===== src/rtl/multicycle_cu.sv =====
// Main control FSM for the multi-cycle RV32 datapath: sequences fetch, decode,
// execute, memory and writeback over a shared ALU and unified memory.
module multicycle_cu #(
    parameter logic [6:0] OPC_R   = 7'b0110011,
    parameter logic [6:0] OPC_LW  = 7'b0000011,
    parameter logic [6:0] OPC_SW  = 7'b0100011,
    parameter logic [6:0] OPC_BEQ = 7'b1100011
) (
    input  logic        clk,
    input  logic        rst,
    input  logic [31:0] inst,
    input  logic        mem_ready,
    output logic        pc_write,
    output logic        pc_write_cond,
    output logic [1:0]  pc_source,
    output logic        ir_write,
    output logic        i_or_d,
    output logic        mem_read,
    output logic        mem_write,
    output logic        mem_to_reg,
    output logic        reg_write,
    output logic        alu_src_a,
    output logic [1:0]  alu_src_b,
    output logic [1:0]  alu_op,
    output logic        illegal,
    output logic [3:0]  state,
    output logic [31:0] instret
);

    typedef enum logic [3:0] {
        S_FETCH    = 4'd0,
        S_DECODE   = 4'd1,
        S_MEM_ADDR = 4'd2,
        S_MEM_RD   = 4'd3,
        S_MEM_WB   = 4'd4,
        S_MEM_WR   = 4'd5,
        S_EXEC     = 4'd6,
        S_ALU_WB   = 4'd7,
        S_BRANCH   = 4'd8,
        S_HALT     = 4'd9
    } state_e;

    localparam logic [1:0] ALU_ADD   = 2'b00;
    localparam logic [1:0] ALU_SUB   = 2'b01;
    localparam logic [1:0] ALU_FUNCT = 2'b10;

    localparam logic [1:0] SRCB_RS2 = 2'b00;
    localparam logic [1:0] SRCB_4   = 2'b01;
    localparam logic [1:0] SRCB_IMM = 2'b10;
    localparam logic [1:0] SRCB_BR  = 2'b11;

    state_e      state_q, state_d;
    logic [31:0] instret_q, instret_d;
    logic        illegal_q, illegal_d;

    logic [6:0]  opcode;
    logic        pc_write_s, pc_write_cond_s, ir_write_s;
    logic        mem_read_s, mem_write_s, reg_write_s;

    assign opcode = inst[6:0];

    // State register.
    // NOTE: sequential state uses non-blocking assignments so every register
    // samples pre-edge values regardless of statement order.
    always_ff @(posedge clk) begin
        if (!rst) begin
            state_q   <= S_FETCH;
            instret_q <= '0;
            illegal_q <= 1'b0;
        end else begin
            state_q   <= state_d;
            instret_q <= instret_d;
            illegal_q <= illegal_d;
        end
    end

    // Next-state logic.
    // NOTE: every signal gets a default first, so no path leaves it unassigned
    // and no latch is inferred.
    always_comb begin
        state_d   = state_q;
        instret_d = instret_q;
        illegal_d = illegal_q;
        unique case (state_q)
            S_FETCH: begin
                if (mem_ready) state_d = S_DECODE;
            end
            S_DECODE: begin
                if (opcode == OPC_LW || opcode == OPC_SW) begin
                    state_d = S_MEM_ADDR;
                end else if (opcode == OPC_R) begin
                    state_d = S_EXEC;
                end else if (opcode == OPC_BEQ) begin
                    state_d = S_BRANCH;
                end else begin
                    state_d   = S_HALT;
                    illegal_d = 1'b1;
                end
            end
            S_MEM_ADDR: begin
                // IR is not reloaded after fetch, so the opcode is still valid here.
                state_d = (opcode == OPC_SW) ? S_MEM_WR : S_MEM_RD;
            end
            S_MEM_RD: begin
                if (mem_ready) state_d = S_MEM_WB;
            end
            S_MEM_WB: begin
                state_d   = S_FETCH;
                instret_d = instret_q + 32'd1;
            end
            S_MEM_WR: begin
                if (mem_ready) begin
                    state_d   = S_FETCH;
                    instret_d = instret_q + 32'd1;
                end
            end
            S_EXEC: begin
                state_d = S_ALU_WB;
            end
            S_ALU_WB, S_BRANCH: begin
                state_d   = S_FETCH;
                instret_d = instret_q + 32'd1;
            end
            S_HALT: begin
                state_d = S_HALT;
            end
            default: begin
                state_d   = S_HALT;
                illegal_d = 1'b1;
            end
        endcase
    end

    // Output decode from the current state (and mem_ready in FETCH).
    always_comb begin
        pc_write_s      = 1'b0;
        pc_write_cond_s = 1'b0;
        ir_write_s      = 1'b0;
        mem_read_s      = 1'b0;
        mem_write_s     = 1'b0;
        reg_write_s     = 1'b0;
        pc_source       = 2'b00;
        i_or_d          = 1'b0;
        mem_to_reg      = 1'b0;
        alu_src_a       = 1'b0;
        alu_src_b       = SRCB_RS2;
        alu_op          = ALU_ADD;
        unique case (state_q)
            S_FETCH: begin
                mem_read_s = 1'b1;
                alu_src_b  = SRCB_4;
                ir_write_s = mem_ready;
                pc_write_s = mem_ready;
            end
            S_DECODE: begin
                alu_src_b = SRCB_BR;
            end
            S_MEM_ADDR: begin
                alu_src_a = 1'b1;
                alu_src_b = SRCB_IMM;
            end
            S_MEM_RD: begin
                mem_read_s = 1'b1;
                i_or_d     = 1'b1;
            end
            S_MEM_WB: begin
                reg_write_s = 1'b1;
                mem_to_reg  = 1'b1;
            end
            S_MEM_WR: begin
                mem_write_s = 1'b1;
                i_or_d      = 1'b1;
            end
            S_EXEC: begin
                alu_src_a = 1'b1;
                alu_op    = ALU_FUNCT;
            end
            S_ALU_WB: begin
                reg_write_s = 1'b1;
                alu_src_a   = 1'b1;
                alu_op      = ALU_FUNCT;
            end
            S_BRANCH: begin
                alu_src_a       = 1'b1;
                alu_op          = ALU_SUB;
                pc_write_cond_s = 1'b1;
                pc_source       = 2'b01;
            end
            default: begin
            end
        endcase
    end

    // Strobes are killed as soon as reset is asserted, before the reset edge.
    assign pc_write      = pc_write_s      & rst;
    assign pc_write_cond = pc_write_cond_s & rst;
    assign ir_write      = ir_write_s      & rst;
    assign mem_read      = mem_read_s      & rst;
    assign mem_write     = mem_write_s     & rst;
    assign reg_write     = reg_write_s     & rst;

    assign state   = state_q;
    assign instret = instret_q;
    assign illegal = illegal_q;

endmodule

===== config.mk =====
export PLATFORM = sky130hd
export DESIGN_NAME = multicycle_cu
export DESIGN_NICKNAME = d
export VERILOG_FILES = /design/src/rtl/multicycle_cu.sv
export SDC_FILE = /design/constraint.sdc
export NUM_CORES = 1
export LEC_CHECK = 0
export BUFFER_PORTS_ARGS = -buffer_cell sky130_fd_sc_hd__buf_2
export CORE_MARGIN = 1.5
export CORE_UTILIZATION = 30
export CTS_CLUSTER_SIZE = 8
export DETAILED_ROUTE_END_ITERATION = 10
export SLEW_MARGIN = 10
export SYNTH_ARGS = -nofsm -noshare
export SYNTH_HDL_FRONTEND = slang
export SYNTH_SLANG_ARGS = --single-unit

===== constraint.sdc =====
create_clock -name clk -period 1.9 [get_ports clk]
set_input_delay 0.38 -clock clk [delete_from_list [all_inputs] [get_ports clk]]
set_output_delay 0.38 -clock clk [all_outputs]
set_load 0.05 [all_outputs]

==> impl_metrics.yaml, run 1 <==
flow_run:
  maxCapViolCount: 0
finish:
  layout.nets: 369
  antenna-diode-count: 0
  seqCellArea_um2: 783
  fill_cells: 748
  finish.instance_area_um2: 3070
  multi_input_area_um2: 1490
  drive_gt1_share_pct: 47.1
  area_delta_synth_final_pct: 35.5
  final_common_cell: "buf_2"
  layoutNonFillerInstCount: 432
  layout_common_cells: "buf_2 (52), nor2_1 (32), xnor2_1 (29), buf_4 (26), dfxtp_2 (25)"
sta:
  post-route-min-period_ns: 1.88
  worst_clock_skew_ns: 0.00472
  hold_viol_final: 0
  finalCritPeriodShare_pct: 98.9
  slew_viol_final: 0
  grt_setup_unrepaired: "yes"
  setup_viol: 0
  fmaxAchievable_mhz: 532
  setup_ws_ns: 0.0207
  setup-tns-final_ns: 0
route:
  drc: 0
  num_vias: 2084
  detail-route-antenna-nets: 0
  first_pass_iters: 4
  drtIter0Drc: 101
  totalWireLength_um: 5670
  wl_per_cell_um: 13.1
  viasPerCell: 4.82
clock_network:
  tritoncts: "yes"
  cts_sinks: 37
  clock_path_buffers: 2
  cts_buffers: 5
  clock_latency_ns: 0.29
  htree_levels: 2
  postCtsHoldBufs: 0
  cts_root_buf: "clkbuf_8"
  path_clk_slew_ns: 0.07
pwr:
  pwr-share-clk_pct: 31.3
  p_sw_w: 0.000563
  internal-power_w: 0.00123
  p_seq_share_pct: 45.2
  comb_power_share_pct: 23.6
  p_per_area_nw_per_um2: 584
  swShare_pct: 31.4
  power_leakage_nw: 1.19
  ir_drop_v: 0.000243
worst_hold_path:
  hold_path_depth: 2
  worstHoldPathType: "reg -> reg"
  worstHoldEndpoint: "illegal"
  holdCritStartpoint: "illegal"
critical_path:
  crit_path_end_kind: "output pin"
  start_kind: "flip-flop"
  cp_slowest_stage_delay_ns: 0.41
  worst_r2r_startpoint: "state[1]"
  path_class: "reg -> out"
  crit_required_ns: 1.52
  crit_start: "state[1]"
  setup.reg_to_reg.worst_slack_ns: 0.08
  crit_top_cell: "buf_4"
  cp_data_arrival_time_ns: 1.50
  cp_slowest_cell: "dfxtp_4"
  r2r-end: "instret[31]"
  cp_max_fo: 6
  path_cells: "clkbuf_2 -> nor2b_4 -> buf_4 -> and2_1 -> buf_4"
  ff2ff_path_depth: 7
synthesis:
  ys_ff_latch: 37
  yosys_warnings: 0
  yosysSeqAreaShare_pct: 32.7
  syn_inst: 258
  synth_nets: 294
  synth_top_area_share_pct: 32.7
  netlist_area_um2: 2260
  yosysUniqueCellTypes: 47
  yosys-top-cells-area: "dfxtp_1 (33%), xnor2_1 (12%), a2111oi_2 (7.3%)"
  avgSynthCellArea_um2: 8.78
  yosys.area.top_type: "dfxtp_1"
place:
  post-place-cells: 415
  preCtsSetupSlack_ns: 0.0788
  gp_congestion: 0.827
  dpl.hpwl_um: 3860
  post_dp_cell_area_um2: 2860
  io_buffers: 60
global_route:
  overflow: 0
  track_usage_pct: 14.0
  grt_max_degree: 35
  antenna_found_initial: 0
  grt_pass1_vias: 1972
  grt_pass1_wl_um: 9420
status:
  status: "finished clean"
floorplanning:
  start_util_pct: 31.1
  core_area_um2: 7290
  die_w_um: 89.9
  row_count: 31
  die_h_um: 89.9
  ios: 87
  dieArea_um2: 8080
stage by stage:
step | hold WS [ns] | power [W] | utilization, %
floorplan | 0.498 | 0.00114 | -
global placement | 0.452 | 0.00121 | 39.2
detailed placement | 0.451 | 0.00121 | 39.2
CTS | 0.463 | 0.00179 | 41.3
global route | 0.493 | 0.00188 | 42.1
finish | 0.459 | 0.00179 | 42.1
state kept, by name, summed over array words and instances, names as in the netlist:
register,cells
state,4
illegal,1
instret,32
worst max-delay path, delay by kind of cell, from the launching register on:
| kind | cells | cell delay (ns) |
|---|---|---|
| AND/OR/NAND/NOR | 2 | 0.31 |
| buffers and inverters | 3 | 0.49 |
| flip-flops | 1 | 0.41 |
cells in the mapped netlist, drive strengths merged:
cell type	instances
dfxtp	37
nor2	35
xnor2	30
nand2	19
a21oi	16
a2111oi	12
buf	12
nand3	9
a211oi	8
nand4	8
clkbuf	7
inv	7
nor3	7
and2	6
nand2b	5
o21ai	5
and4	4
nor4b	4
or3	4
mux2i	3
a21o	2
a31oi	2
and3	2
nor3b	2
a31o	1
and4b	1
clkinv	1
conb	1
ha	1
nand3b	1
nor2b	1
nor4bb	1
o21bai	1
o31a	1
o41ai	1
or2	1
per-layer routing:
metal	up-vias	part of all wire [%]	track usage [%]	wire length, um
li1	1060	-	-	-
met5	-	0	0	0
met3	4	2.5	2.54	139
met1	986	48	17.3	2740
met4	0	0.37	3.97	21
met2	34	49	24.7	2770
area by class of cell:
class	instances	share of cell area (%)
multi-input combinational	194	48.6
sequential	37	25.5
inverter	8	0.979
timing repair buffer	87	18.0
clock buffer	7	2.81
tap	99	4.04
power groups by stage:
stage / combinational, W / sequential, W / clock, W
2_1_floorplan: 0.000278 / 0.000859 / 0
3_3_place_gp: 0.000368 / 0.000840 / 0
3_5_place_dp: 0.000369 / 0.000841 / 0
4_1_cts: 0.000397 / 0.000816 / 0.000580
5_1_grt: 0.000447 / 0.000811 / 0.000618
6_report: 0.000422 / 0.000809 / 0.000560
repair_timing:
item,CTS,global route
setup endpoints to repair,8,9
setup buffers,6,4
pin swaps,0,1
gates resized for setup,6,12
kinds of logic after synthesis:
| group | Yosys count | share of synthesized area (%) |
|---|---|---|
| fa+ha+maj | 1 | 0.552 |
| simple gates | 110 | 27.5 |
| compound gates | 49 | 19.7 |
| xor+xnor | 30 | 11.6 |
| other cells | 1 | 0.166 |
| mux | 3 | 1.33 |
| buf+inv | 27 | 6.46 |
| flops | 37 | 32.7 |
worst max path at each step:
stage          slack (ns)     endpoint  cells after the start
6_report             0.02    alu_op[1]                      5
3_5_place_dp         0.08  instret[31]                      6
2_1_floorplan       -0.42     pc_write                      4
3_3_place_gp         0.14     state[2]                      6
5_1_grt             -0.05    alu_op[1]                      5
4_1_cts             -0.02     ir_write                      4
Note: power is estimated with default switching activity, not from simulation.
==> inputs of run 2 (changes only) <==
--- a/config.mk
+++ b/config.mk
@@ -10,6 +10,8 @@
 export CORE_UTILIZATION = 30
 export CTS_CLUSTER_SIZE = 8
 export DETAILED_ROUTE_END_ITERATION = 10
+export GPL_TIMING_DRIVEN = 0
+export HOLD_SLACK_MARGIN = 0.03
 export SLEW_MARGIN = 10
 export SYNTH_ARGS = -nofsm -noshare
 export SYNTH_HDL_FRONTEND = slang
==> constraint.sdc (replaced) <==
create_clock -name clk -period 1.8 [get_ports clk]
set_input_delay 0.36 -clock clk [delete_from_list [all_inputs] [get_ports clk]]
set_output_delay 0.36 -clock clk [all_outputs]
set_load 0.05 [all_outputs]
==> impl_metrics.yaml, run 2 (synthesis results as in run 1) <==
sta:
  worst_clock_skew_ns: 0.0105
  grt_setup_unrepaired: "yes"
  setup_ws_ns: -0.0695
  slew_viol_final: 0
  hold_viol_final: 0
  finalCritPeriodShare_pct: 104
  fmaxAchievable_mhz: 535
  worst_pin_slew_ns: 0.520
  setup_viol: 8
  post-route-min-period_ns: 1.87
  slew_headroom_pct: 65.4
critical_path:
  start_kind: "flip-flop"
  cp_max_fo: 4
  path_class: "reg -> out"
  crit_required_ns: 1.44
  cp_data_arrival_time_ns: 1.51
  crit_path_end_kind: "output pin"
route:
  first_pass_iters: 4
  wl_per_cell_um: 13.7
  num_vias: 2179
  viasPerCell: 4.91
  detail-route-antenna-nets: 0
  drc: 0
  drtIter0Drc: 64
  totalWireLength_um: 6090
clock_network:
  path_clk_slew_ns: 0.07
  tritoncts: "yes"
  htree_levels: 2
  cts_sinks: 37
  clock_path_buffers: 2
  clock_latency_ns: 0.29
  cts_buffers: 5
  cts_root_buf: "clkbuf_8"
place:
  gp_congestion: 0.849
  dpl.hpwl_um: 4250
  io_buffers: 60
  post-place-cells: 417
pwr:
  p_seq_share_pct: 44.8
  p_per_area_nw_per_um2: 559
  p_sw_w: 0.000624
  ir_drop_v: 0.000227
  internal-power_w: 0.00127
  pwr-share-clk_pct: 29.4
  swShare_pct: 33.0
  power_leakage_nw: 1.25
  comb_power_share_pct: 25.8
floorplanning:
  die_h_um: 89.9
  ios: 87
  start_util_pct: 31.1
  die_w_um: 89.9
  dieArea_um2: 8080
  row_count: 31
  core_area_um2: 7290
finish:
  layoutNonFillerInstCount: 444
  finalCoreUtilization_pct: 46.4
  antenna-diode-count: 0
  layout.nets: 380
  final_common_cell: "buf_2"
  multi_input_area_um2: 1640
  area_delta_synth_final_pct: 49.4
  layout_common_cells: "buf_2 (50), nor2_1 (32), xnor2_1 (28), buf_4 (22), dfxtp_2 (19)"
  fill_cells: 752
  drive_gt1_share_pct: 50.4
  seqCellArea_um2: 806
  largest_reg_flops: 32
global_route:
  grt_pass1_wl_um: 9650
  grt_max_degree: 12
  grt_pass1_vias: 1979
  track_usage_pct: 14.5
  antenna_found_initial: 0
  overflow: 0
status:
  status: "finished with violations"
  failed_checks: "setup timing"
flow_run:
  maxCapViolCount: 0
worst_hold_path:
  worstHoldPathType: "in -> reg"
[run 2: final cells by class]
cell class | instances | share of cell area, %
Buffer | 18 | 5.10
Tap cell | 99 | 3.66
Clock buffer | 5 | 2.03
Clock inverter | 3 | 0.370
Timing Repair Buffer | 80 | 15.6
Inverter | 8 | 0.924
Multi-Input combinational cell | 194 | 48.5
Sequential cell | 37 | 23.8
[run 2: per-layer routing]
layer / vias up / wire length [um] / track usage, %
met5: - / 0 / 0
met1: 1047 / 2740 / 18.6
met4: 0 / 46 / 2.51
met3: 6 / 249 / 3.64
met2: 43 / 3060 / 24.7
li1: 1083 / - / -
[run 2: worst max-delay path: stages (launching register included)]
cell	delay (ns)
dfxtp_4	0.36
or2_4	0.26
nor2_4	0.08
nor4b_4	0.24
buf_6	0.14
buf_8	0.13
[run 2: worst paths after layout]
kind | from | endpoint | slack [ns] | cells past startpoint
max | state[3] | pc_write | -0.07 | 5
min | rst | state[1] | 0.39 | 2
max reg2reg | state[3] | instret[31] | -0.02 | 7
min reg2reg | illegal | illegal | 0.47 | 2
[run 2: per-stage QoR]
step | total power (W) | area (um^2) | setup slack [ns] | TNS (ns) | hold slack, ns
5_1_grt | 0.00199 | 3380 | -0.120 | -2.01 | 0.384
4_1_cts | 0.00189 | 3140 | -0.0787 | -0.255 | 0.384
2_1_floorplan | 0.00120 | 2450 | -0.501 | -1.18 | 0.478
3_5_place_dp | 0.00129 | 2870 | -0.210 | -1.56 | 0.463
3_3_place_gp | 0.00128 | 2870 | -0.219 | -1.30 | 0.455
6_report | 0.00189 | 3380 | -0.0695 | -0.276 | 0.390
[run 2: repair_timing]
action | in CTS | in global routing
endpoints found under the setup margin | 31 | 39
resized for setup | 35 | 22
buffers inserted | 8 | 12
pin swaps | 6 | 5
hold buffers | 0 | 0
[run 2: power groups by stage]
stage          registers (W)  clock network (W)  logic (W)
3_3_place_gp        0.000850                  0   0.000432
2_1_floorplan       0.000896                  0   0.000301
4_1_cts             0.000848           0.000581   0.000466
6_report            0.000848           0.000556   0.000489
5_1_grt             0.000850           0.000619   0.000516
3_5_place_dp        0.000850                  0   0.000437
